### src/rtl/serial_addsub_pkg.sv
// Shared types and constants for the bit-serial adder/subtractor.
// Holds the FSM state encoding, the default operand width and a counter-width helper.
package serial_addsub_pkg;

    localparam int DEFAULT_WIDTH = 8;

    // Encoding 2'd3 is never entered; the FSM treats it as IDLE.
    typedef enum logic [1:0] {
        IDLE    = 2'd0,
        RUN     = 2'd1,
        DONE    = 2'd2,
        ILLEGAL = 2'd3
    } state_t;

    function automatic int cnt_width(input int w);
        return (w > 1) ? $clog2(w) : 1;
    endfunction

endpackage

### src/rtl/serial_addsub_fa_cell.sv
// Single-bit full adder reused every cycle by the serial datapath.
// Purely combinational.
module fa_cell (
    input  logic a,
    input  logic b,
    input  logic cin,
    output logic sum,
    output logic ca
);

    assign sum = a ^ b ^ cin;
    assign ca  = (a & b) | (cin & (a ^ b));

endmodule

### src/rtl/serial_addsub.sv
// Bit-serial add/subtract, LSB first, one bit per clock through a single fa_cell.
// Result valid with a one-cycle done pulse WIDTH+1 cycles after the start cycle.
module serial_addsub
    import serial_addsub_pkg::*;
#(
    parameter int WIDTH = DEFAULT_WIDTH
) (
    input  logic             clk,
    input  logic             rst,
    input  logic             start,
    input  logic             sub,
    input  logic [WIDTH-1:0] a,
    input  logic [WIDTH-1:0] b,
    input  logic             cin,
    output logic             busy,
    output logic             done,
    output logic [WIDTH-1:0] sum,
    output logic             cout,
    output logic             ovf
);

    localparam int            CW   = cnt_width(WIDTH);
    localparam logic [CW-1:0] LAST = CW'(WIDTH - 1);

    state_t           state_q;
    logic [CW-1:0]    count_q;
    logic [WIDTH-1:0] a_q;
    logic [WIDTH-1:0] b_q;
    logic [WIDTH-1:0] sum_q;
    logic [WIDTH-1:0] sum_d;
    logic             carry_q;
    logic             busy_q;
    logic             done_q;
    logic             cout_q;
    logic             ovf_q;
    logic             fa_s;
    logic             fa_ca;

    fa_cell u_fa (
        .a   (a_q[0]),
        .b   (b_q[0]),
        .cin (carry_q),
        .sum (fa_s),
        .ca  (fa_ca)
    );

    // New sum bit enters at the MSB so that after WIDTH shifts bit 0 sits at the LSB.
    always_comb begin
        sum_d            = sum_q >> 1;
        sum_d[WIDTH-1]   = fa_s;
    end

    always_ff @(posedge clk) begin
        if (rst) begin
            state_q <= IDLE;
            count_q <= '0;
            a_q     <= '0;
            b_q     <= '0;
            sum_q   <= '0;
            carry_q <= 1'b0;
            busy_q  <= 1'b0;
            done_q  <= 1'b0;
            cout_q  <= 1'b0;
            ovf_q   <= 1'b0;
        end else begin
            done_q <= 1'b0;
            case (state_q)
                RUN: begin
                    sum_q   <= sum_d;
                    a_q     <= a_q >> 1;
                    b_q     <= b_q >> 1;
                    carry_q <= fa_ca;
                    count_q <= count_q + CW'(1);
                    if (count_q == LAST) begin
                        // carry_q here is the carry into the MSB
                        cout_q  <= fa_ca;
                        ovf_q   <= carry_q ^ fa_ca;
                        state_q <= DONE;
                        done_q  <= 1'b1;
                    end
                end
                DONE: begin
                    state_q <= IDLE;
                    busy_q  <= 1'b0;
                end
                default: begin
                    if (start) begin
                        a_q     <= a;
                        b_q     <= sub ? ~b : b;
                        carry_q <= sub ? 1'b1 : cin;
                        count_q <= '0;
                        busy_q  <= 1'b1;
                        state_q <= RUN;
                    end else begin
                        state_q <= IDLE;
                    end
                end
            endcase
        end
    end

    assign busy = busy_q;
    assign done = done_q;
    assign sum  = sum_q;
    assign cout = cout_q;
    assign ovf  = ovf_q;

endmodule

### config.mk
export PLATFORM = sky130hd
export DESIGN_NAME = serial_addsub
export DESIGN_NICKNAME = d
export VERILOG_FILES = /design/src/rtl/serial_addsub_pkg.sv /design/src/rtl/serial_addsub_fa_cell.sv /design/src/rtl/serial_addsub.sv
export SDC_FILE = /design/constraint.sdc
export NUM_CORES = 1
export LEC_CHECK = 0
export ABC_AREA = 1
export CORE_MARGIN = 1.5
export CORE_UTILIZATION = 55
export CTS_CLUSTER_DIAMETER = 200
export DETAILED_ROUTE_END_ITERATION = 12
export PLACE_DENSITY = 0.95
export SYNTH_ARGS = -nofsm -noshare
export SYNTH_HDL_FRONTEND = slang
export SYNTH_SLANG_ARGS = --single-unit
### constraint.sdc
create_clock -name clk -period 3.54 [get_ports clk]
set_clock_uncertainty 0.1 [all_clocks]
set_input_delay 0.708 -clock clk [delete_from_list [all_inputs] [get_ports clk]]
set_output_delay 0.708 -clock clk [all_outputs]
set_load 0.005 [all_outputs]
==> results of run 1 <==
==> cell usage in the layout (no fill, tap or decap), drive strengths merged, types with 2 or more instances in the layout <==
cell type / instances
clkdlybuf4s50: 32
dfxtp: 34
ha: 4
nand3: 2
clkbuf: 7
inv: 27
nand2: 84
a21oi: 7
nor2: 64
o21ai: 20
==> state kept, by name, indices dropped and copies added (netlist names) <==
register and flops:
busy 1, cout 1, b_q 8, carry_q 1, a_q 8, sum 8
ovf 1, count_q 3, state_q 2, done 1
==> worst paths after layout <==
kind              depth (start not counted)          to  slack [ps]       start
setup reg to reg                          5  state_q[0]        1240  state_q[1]
hold / removal                            2      a_q[7]         370      a_q[7]
setup / recovery                          5  state_q[0]        1240  state_q[1]
hold reg to reg                           2      a_q[7]         370      a_q[7]
==> metrics by stage <==
stage | power (mW) | cell area [um2] | hold slack [ps] | cells | utilization
5_1_grt | 0.9010 | 2026 | 401.3 | 319 | 0.7161
4_1_cts | 0.8511 | 2026 | 374.6 | 319 | 0.7161
3_3_place_gp | 0.6248 | 1966 | 350.8 | 311 | 0.6948
6_report | 0.8488 | 2026 | 374.5 | 319 | 0.7161
2_1_floorplan | 0.5721 | 1682 | 333.0 | 259 | -
3_5_place_dp | 0.6331 | 1966 | 358.9 | 311 | 0.6948
==> where the power goes <==
group          internal [mW]  switching [mW]
clock network         0.0962           0.128
logic                 0.0852           0.105
registers              0.416          0.0186
total                  0.598           0.251
==> per-layer routing <==
metal,wire length (um),global-route usage,vias up
li1,-,-,841
met1,1499,0.2448,693
met2,1546,0.3563,35
met3,146,0.05934,6
met4,31,0.06645,0
met5,0,0,-
==> cell families after synthesis <==
logic type / share of synthesized area
compound gates: 0.09449
fa+ha+maj: 0.04167
buf+inv: 0.1049
xor+xnor: 0.005209
flops: 0.4048
simple gates: 0.3490
==> worst max-delay path: cells and delay by family, from the launching register on <==
| family | cells | cell delay [ps] |
|---|---|---|
| buffers and inverters | 2 | 540 |
| adder cells (fa/ha/maj) | 1 | 700 |
| AND/OR/NAND/NOR | 1 | 210 |
| flip-flops | 1 | 340 |
| AO/OA/AOI/OAI | 1 | 340 |
==> final cells by class <==
type                    count  area [um2]
clock buffers               7       55.05
clock inverters             1       5.005
fillers                   231       803.3
inverters                  27       101.3
multi-input cells         187       824.5
flip-flops and latches     34       680.7
well taps                  31       38.79
repair buffers             32       320.3
==> key figures, run 1 <==
Placement
  • Hpwl dp: 2233 um
  • Post-place setup slack: roughly 1300 ps
  • PortBufs: 32
  • RD Place Congestion: about 0.74

Die
  • # rows: 19
  • Die Wd: 58.30 um
  • Initial Util: 0.5944
  • CORE AREA: 2829 um2
  • Die area: approximately 3400 um2
  • Die Span Y: between 50 and 60 um
  • Ports: 33

Synth
  • Number of synthesized register bits: 34
  • Synth top area share: 0.4048
  • Post-synth EDFFs: 0
  • Synth async-reset ratio: 0
  • Ys Warns: 0
  • Most common cell in the netlist: nand2_1
  • Top_reg_cell synth: dfxtp_1
  • Synthesized cell area: approximately 1700 um2
  • Synth unique cells: 22
  • Cells after synthesis: about 260
  • Syn avg cell area: ~6.5 um2
  • Synth area leader: dfxtp_1
  • Synthesized Nets: around 290
  • Top cells by count, synth: 83 x nand2_1, 64 x nor2_1, 34 x dfxtp_1, 24 x inv_1, 10 x o21ai_0
  • Seq/Total Area, Yosys: 0.4048
  • Ranking of synthesized cells by area: dfxtp_1 40%, nand2_1 19%, nor2_1 14%

GRT
  • First-pass GRT wire length: approximately 5400 um
  • Largest net degree at the start of global routing: 35
  • Initial antenna violation count: 0
  • GRT Residual Overflow: 0
  • Vias in the first global route: between 1000 and 1500
  • Global Route Usage Sum: 0.2059

Timing
  • TNS Setup: 0 ps
  • Period Utilization, post-route: 0.6505
  • Final Setup Violations: 0
  • RSZ-0062 raised after global routing: false
  • Final Hold Vio Count: 0
  • Peak Freq: around 430 MHz
  • Rel. slew slack: 0.4504
  • Tightest Pin Transition: about 820 ps
  • Final WS setup: 1237 ps
  • Tmin final: 2303 ps
  • Fin. max-slew vios: 0

Setup path
  • Worst setup EP type: register
  • Slowest cell on the critical path: ha_1
  • Critical path class: register to register
  • Crit path cell chain: inv_1, ha_1, inv_2, o21ai_0, nor3b_1
  • CP max FO: 34
  • Critical Path AT: 2460 ps
  • Crit-path max cell delay: 700 ps
  • Startpoint Class: register
  • Critical Path RT: 3700 ps

Clock network
  • H-Tree Depth: 2
  • Clock transition at the registers of the reported paths: 100 ps
  • Hold-fix buffers, CTS: 0
  • Clk sinks: 34
  • Clock buffer depth: 2
  • Post_cts resized: 0
  • Setup Buffers After CTS: 0
  • CTS tree: yes
  • TritonCTS buffer count: 5
  • CTS root buf: clkbuf_4
  • Worst skew pair latency: about 330 ps

Route
  • Final WL: 3224 um
  • Routed wire length per instance: 10.11 um
  • Post-route DRC: 2
  • DRT iter0 DRCs: between 50 and 60
  • Routed via count: ~1600
  • Vias/cell: around 4.9
  • Router iterations before antenna repair: 8
  • Detail Route Antenna Nets: 0

Layout
  • Final net count: between 300 and 400
  • Area grow syn2layout: 20.46%
  • Share of layout cells above drive strength 1: 0.04514
  • # diodes: 0

Run
  • Max-Cap Viols: 0

Power
  • Peak VDD IR: approximately 0.00034 V
  • Leakage: 0.9849 nW
  • Cell Pwr Density: ~420 nW/um2

Worst hold path
  • Worst hold path type: register to register

Outcome
  • Failing checks: DRC
  • Status: complete, but fails checks
Note: power is estimated with default switching activity, not from simulation.
==> inputs of run 2 (changes only) <==
Settings changed: CORE_UTILIZATION 55 to 51, PLACE_DENSITY 0.95 to 0.91.
Clock period 3.54 ns to 2.3 ns, I/O delays scaled along.
==> run 2 against run 1 <==
Effect of this change:
- the flow now finishes without violations
- clock-buffer cell count did not move
- worst setup slack worse by 810 ps
- register-to-register slack got worse by 810 ps
- critical path type unchanged
- critical endpoint is now b_q[1]
- largest cell class unchanged
==> key figures, run 2 (synthesis gave the netlist of run 1 again) <==
Layout
  • Commonest non-fill, non-tap cells in the layout: 83 x nand2_1, 64 x nor2_1, 34 x dfxtp_1, 32 x clkdlybuf4s50_1, 24 x inv_1
  • Share of layout cells above drive strength 1: 0.05498 (+0.009844)
  • Area grow syn2layout: 22.77%
  • Final net count: 316 (+0.96%)
  • Most common cell after layout, fill and taps aside: nand2_1
  • # diodes: 0 (unchanged)

Placement
  • RD Place Congestion: 0.7650 (+2.8%)
  • Hpwl dp: 2250 um (+0.75%)
  • Post-place setup slack: 405.9 ps (-894.9 ps)
  • PortBufs: 32 (unchanged)

Clock network
  • Setup Buffers After CTS: 0 (unchanged)
  • TritonCTS buffer count: 5 (unchanged)
  • Clock transition at the registers of the reported paths: 100 ps (about the same)
  • Post_cts resized: 0 (unchanged)
  • CTS tree: yes
  • Hold-fix buffers, CTS: 0 (unchanged)
  • Worst skew pair latency: 330 ps (about the same)
  • CTS root buf: clkbuf_4
  • Clock buffer depth: 2 (unchanged)
  • Clk sinks: 34 (unchanged)
  • H-Tree Depth: 2 (unchanged)

Power
  • Peak VDD IR: 0.0003154 V (-8.0%)
  • Seq pwr share: 0.515 (+0.003)
  • Sw frac: 0.2888 (-0.007162)
  • Cell internal pwr: 0.9250 mW (+55%)
  • P_sw: 0.3755 mW (+50%)
  • Clock Power Share: 0.259 (-0.005)
  • Leakage: 1.000 nW (+1.6%)
  • Comb pwr share: 0.226 (+0.002)
  • Cell Pwr Density: 629.9 nW/um2 (+50%)

Outcome
  • Status: complete, no violations

Timing
  • Final WS setup: 427.0 ps (-810.2 ps)
  • Peak Freq: 533.9 MHz (+23%)
  • Tightest Pin Transition: 532.0 ps (-292.5 ps)
  • TNS Setup: 0 ps (unchanged)
  • Fin. max-slew vios: 0 (unchanged)
  • Final Hold Vio Count: 0 (unchanged)
  • RSZ-0062 raised after global routing: false
  • Final Setup Violations: 0 (unchanged)
  • Rel. slew slack: 0.6448 (+0.1945)
  • Period Utilization, post-route: 0.8144 (+0.1638)
  • Tmin final: 1873 ps (-429.8 ps)

GRT
  • Vias in the first global route: 1317 (-0.98%)
  • Largest net degree at the start of global routing: 35 (unchanged)
  • Initial antenna violation count: 0 (unchanged)
  • Global Route Usage Sum: 0.1937 (-0.01219)
  • First-pass GRT wire length: 5354 um (-1.1%)
  • GRT Residual Overflow: 0 (unchanged)

Worst hold path
  • HP Start: count_q[1]
  • Worst hold path type: register to register
  • Hold Path Cell Cnt: 2 (unchanged)
  • Worst hold endpoint: count_q[1]

Die
  • CORE AREA: 3103 um2 (+9.7%)
  • Die Span Y: 60.42 um (+3.6%)
  • Die Wd: 60.42 um (+3.6%)
  • # rows: 20 (+1)
  • Die area: 3651 um2 (+7.4%)
  • Ports: 33 (unchanged)
  • Initial Util: 0.5419 (-0.05249)

Setup path
  • Critical Path AT: 2010 ps (-450 ps)
  • Slowest cell on the critical path: ha_1
  • Crit path cell chain: inv_1, ha_1, buf_4, nand2_1, nand2_1, nand2_1, nor2_1, nor2_1
  • CP max FO: 12 (-65%)
  • R2r startpoint: state_q[1]
  • Critical path class: register to register
  • Critical Path RT: 2440 ps (-1260 ps)
  • Worst r2r dst: b_q[1]
  • Worst setup EP type: register
  • Most used cell, CP: nand2_1
  • Crit path launch: state_q[1]
  • Reg2reg path depth: 8 (+3)
  • R2r setup slk: 430 ps (-810 ps)
  • Startpoint Class: register
  • Crit-path max cell delay: 450 ps (-250 ps)

Route
  • Detail Route Antenna Nets: 0 (unchanged)
  • Vias/cell: 4.636 (-6.1%)
  • Post-route DRC: 0 (-2)
  • DRT iter0 DRCs: 71 (+39%)
  • Routed wire length per instance: 9.149 um (-9.5%)
  • Router iterations before antenna repair: 4 (-4)
  • Routed via count: 1553 (-1.4%)
  • Final WL: 3065 um (-4.9%)

Run
  • Max-Cap Viols: 0 (unchanged)
## run 2: how the worst max path moves through the flow
stage	end	slack, ps
global placement	b_q[3]	440
detailed placement	b_q[1]	410
finish	b_q[1]	430
global route	state_q[0]	290
floorplan	b_q[6]	930
CTS	b_q[1]	440
## run 2: cell type report
cell class | instances | area, um2
Inverter | 27 | 101.3
Tap cell | 44 | 55.05
Fill cell | 294 | 1039
Clock inverter | 1 | 5.005
Sequential cell | 34 | 680.7
Multi-Input combinational cell | 187 | 824.5
Clock buffer | 7 | 55.05
Timing Repair Buffer | 35 | 342.8
## run 2: metal layers
layer,vias up,track usage,routed length [um]
met4,0,0.05590,34
li1,844,-,-
met5,-,0,0
met3,3,0.06397,113
met1,681,0.2300,1482
met2,25,0.3354,1434
## run 2: metrics by stage
stage / utilization / power, mW / std cells / hold slack [ps] / instance area [um2]
after floorplan: - / 0.8805 / 259 / 333.0 / 1682
after global placement: 0.6460 / 0.9690 / 327 / 352.3 / 2004
after detailed placement: 0.6460 / 0.9786 / 327 / 360.4 / 2004
after CTS: 0.6653 / 1.313 / 335 / 375.1 / 2064
after global routing: 0.6653 / 1.389 / 335 / 397.4 / 2064
final: 0.6653 / 1.300 / 335 / 372.7 / 2064
## run 2: critical path, delay by kind of cell, from the launching register on
family | cells | cell delay (ps)
buffers and inverters | 2 | 320
AND/OR/NAND/NOR | 5 | 570
flip-flops | 1 | 330
adder cells (fa/ha/maj) | 1 | 450
## run 2: power groups by stage
stage,clock network [mW],registers [mW],logic (mW)
final,0.337,0.670,0.294
after global routing,0.373,0.676,0.341
after CTS,0.347,0.670,0.296
after detailed placement,0,0.684,0.295
after global placement,0,0.681,0.288
after floorplan,0,0.680,0.201
==> inputs of run 3 (changes only) <==
Settings changed: CORE_UTILIZATION 51 to 46, PLACE_DENSITY 0.91 to 0.87.
Clock period 2.3 ns to 1.6 ns, I/O delays scaled along.
==> run 3 against run 2 <==
Effect of this change:
- core utilization is 0.061 points higher
- sequential cell count stayed put
- power is 59% higher
- cell count up 5.7%
- die area grew 10%
- sequential power rose by 44%
- critical path depth shrank 1
- worst hold slack lost 0.67 ps
- critical endpoint is now cout
- largest cell class unchanged
- largest power group unchanged
- highest routed layer unchanged
==> key figures, run 3 (synthesis gave the netlist of run 1 again) <==
Outcome
  • Status: complete, no violations

Placement
  • Post-place setup slack: -27.23 ps (-433.2 ps)
  • PortBufs: 32 (unchanged)
  • RD Place Congestion: 0.7706 (+0.73%)
  • Placed instance count: 338 (+3.4%)
  • Hpwl dp: 2487 um (+11%)

Clock network
  • Clock buffer depth: 2 (unchanged)
  • Clk sinks: 34 (unchanged)
  • TritonCTS buffer count: 5 (unchanged)
  • CTS tree: yes
  • Clock transition at the registers of the reported paths: 100 ps (about the same)
  • Hold-fix buffers, CTS: 0 (unchanged)
  • H-Tree Depth: 2 (unchanged)
  • Worst skew pair latency: 330 ps (about the same)
  • CTS root buf: clkbuf_4

Setup path
  • Critical Path AT: 1600 ps (-410 ps)
  • Worst path buffer plus inverter count: 3 (+1)
  • Critical Path RT: 1770 ps (-670 ps)
  • Worst setup EP type: register
  • R2r setup slk: 170 ps (-260 ps)
  • Crit path cell chain: inv_1, ha_2, buf_4, nand2_2, inv_2, nand2_1, o21ai_1
  • Startpoint Class: register
  • Slowest cell on the critical path: dfxtp_1
  • CP max FO: 11 (-1)
  • Delay-heaviest family, CP: buffers and inverters
  • Critical path class: register to register
  • Crit-path max cell delay: 320 ps (-130 ps)

Route
  • DRT iter0 DRCs: 81 (+14%)
  • Detail Route Antenna Nets: 0 (unchanged)
  • Routed wire length per instance: 10.29 um (+12%)
  • Vias/cell: 4.653 (+0.36%)
  • Routed via count: 1647 (+6.1%)
  • Final WL: 3642 um (+19%)
  • Router iterations before antenna repair: 4 (unchanged)
  • Post-route DRC: 0 (unchanged)

Run
  • Max-Cap Viols: 0 (unchanged)

GRT
  • Vias in the first global route: 1522 (+16%)
  • Initial antenna violation count: 0 (unchanged)
  • GRT Residual Overflow: 0 (unchanged)
  • First-pass GRT wire length: 6113 um (+14%)
  • Largest net degree at the start of global routing: 28 (-20%)
  • Global Route Usage Sum: 0.1908 (-0.002917)

Timing
  • Tmin final: 1433 ps (-440.4 ps)
  • Final Setup Violations: 0 (unchanged)
  • Final WS setup: 167.4 ps (-259.6 ps)
  • Final Hold Vio Count: 0 (unchanged)
  • Tightest Pin Transition: 341.1 ps (-190.9 ps)
  • Fin. max-slew vios: 0 (unchanged)
  • Peak Freq: 698.0 MHz (+31%)
  • Period Utilization, post-route: 0.8954 (+0.08102)
  • RSZ-0062 raised after global routing: false
  • Rel. slew slack: 0.7723 (+0.1275)

Layout
  • # diodes: 0 (unchanged)
  • Area grow syn2layout: 35.27%
  • Final Non-Filler Cells: 354 (+5.7%)
  • Final net count: 333 (+5.4%)
  • Most common cell after layout, fill and taps aside: nand2_1
  • Filler Cell Count: 284 (-3.4%)
  • Share of layout cells above drive strength 1: 0.1461 (+0.09112)
  • Commonest non-fill, non-tap cells in the layout: 82 x nand2_1, 64 x nor2_1, 24 x dfxtp_1, 23 x inv_1, 20 x clkdlybuf4s50_1

Die
  • Ports: 33 (unchanged)
  • CORE AREA: 3416 um2 (+10%)
  • Die Wd: 63.46 um (+5.0%)
  • Die area: 4027 um2 (+10%)
  • Die Span Y: 63.46 um (+5.0%)
  • # rows: 21 (+5.0%)
  • Initial Util: 0.4923 (-0.04963)

Power
  • Total power: 2.064 mW (+59%)
  • Cell Pwr Density: 907.3 nW/um2 (+44%)
  • Peak VDD IR: 0.0005959 V (+89%)
  • Leakage: 1.280 nW (+28%)

Worst hold path
  • Worst hold path type: register to register
## run 3: per-layer routing
layer,vias to the layer above,part of all wire,GRT usage
met4,0,0.015,0.07609
met2,26,0.52,0.3539
met3,7,0.032,0.03929
met5,-,0,0
li1,875,-,-
met1,739,0.44,0.2096
## run 3: report_power, final
part / switching [mW] / total (mW) / internal (mW)
clock: 0.277 / 0.608 / 0.331
combinational: 0.252 / 0.492 / 0.241
sequential: 0.0390 / 0.963 / 0.924
total: 0.567 / 2.06 / 1.50
## run 3: layout make-up
type                            count  area (um2)  area share
Multi-Input combinational cell    187       829.5      0.3647
Sequential cell                    34       693.2      0.3047
Timing Repair Buffer               52       518.0      0.2277
Inverter                           27       101.3     0.04455
Tap cell                           46       57.56     0.02530
Clock buffer                        7       45.04     0.01980
Clock inverter                      1       30.03     0.01320
## run 3: worst paths after layout
| kind | cells after the start | from | end |
|---|---|---|---|
| worst max-delay path | 7 | state_q[1] | cout |
| worst min-delay path | 2 | a_q[7] | a_q[7] |
| worst min register to register | 2 | a_q[7] | a_q[7] |
| worst max register to register | 7 | state_q[1] | cout |
## run 3: metrics by stage
stage	hold slack (ps)	utilization	TNS [ps]	instance area, um2
floorplan	289.1	-	0	1682
global placement	349.7	0.6147	0	2100
detailed placement	357.6	0.6147	-106.0	2100
CTS	374.5	0.6546	0	2236
global route	399.1	0.6659	0	2275
finish	372.1	0.6659	0	2275
## run 3: timing repair
action / 4_1_cts / 5_1_grt
endpoints found under the setup margin: 11 / 20
resized for setup: 11 / 14
setup buffers: 7 / 1
## run 3: worst reg2reg max path: stages (launching register included)
cell     delay [ps]
dfxtp_1         320
inv_1            80
ha_2            270
buf_4           210
nand2_2          80
inv_2            60
nand2_1          90
o21ai_1         140
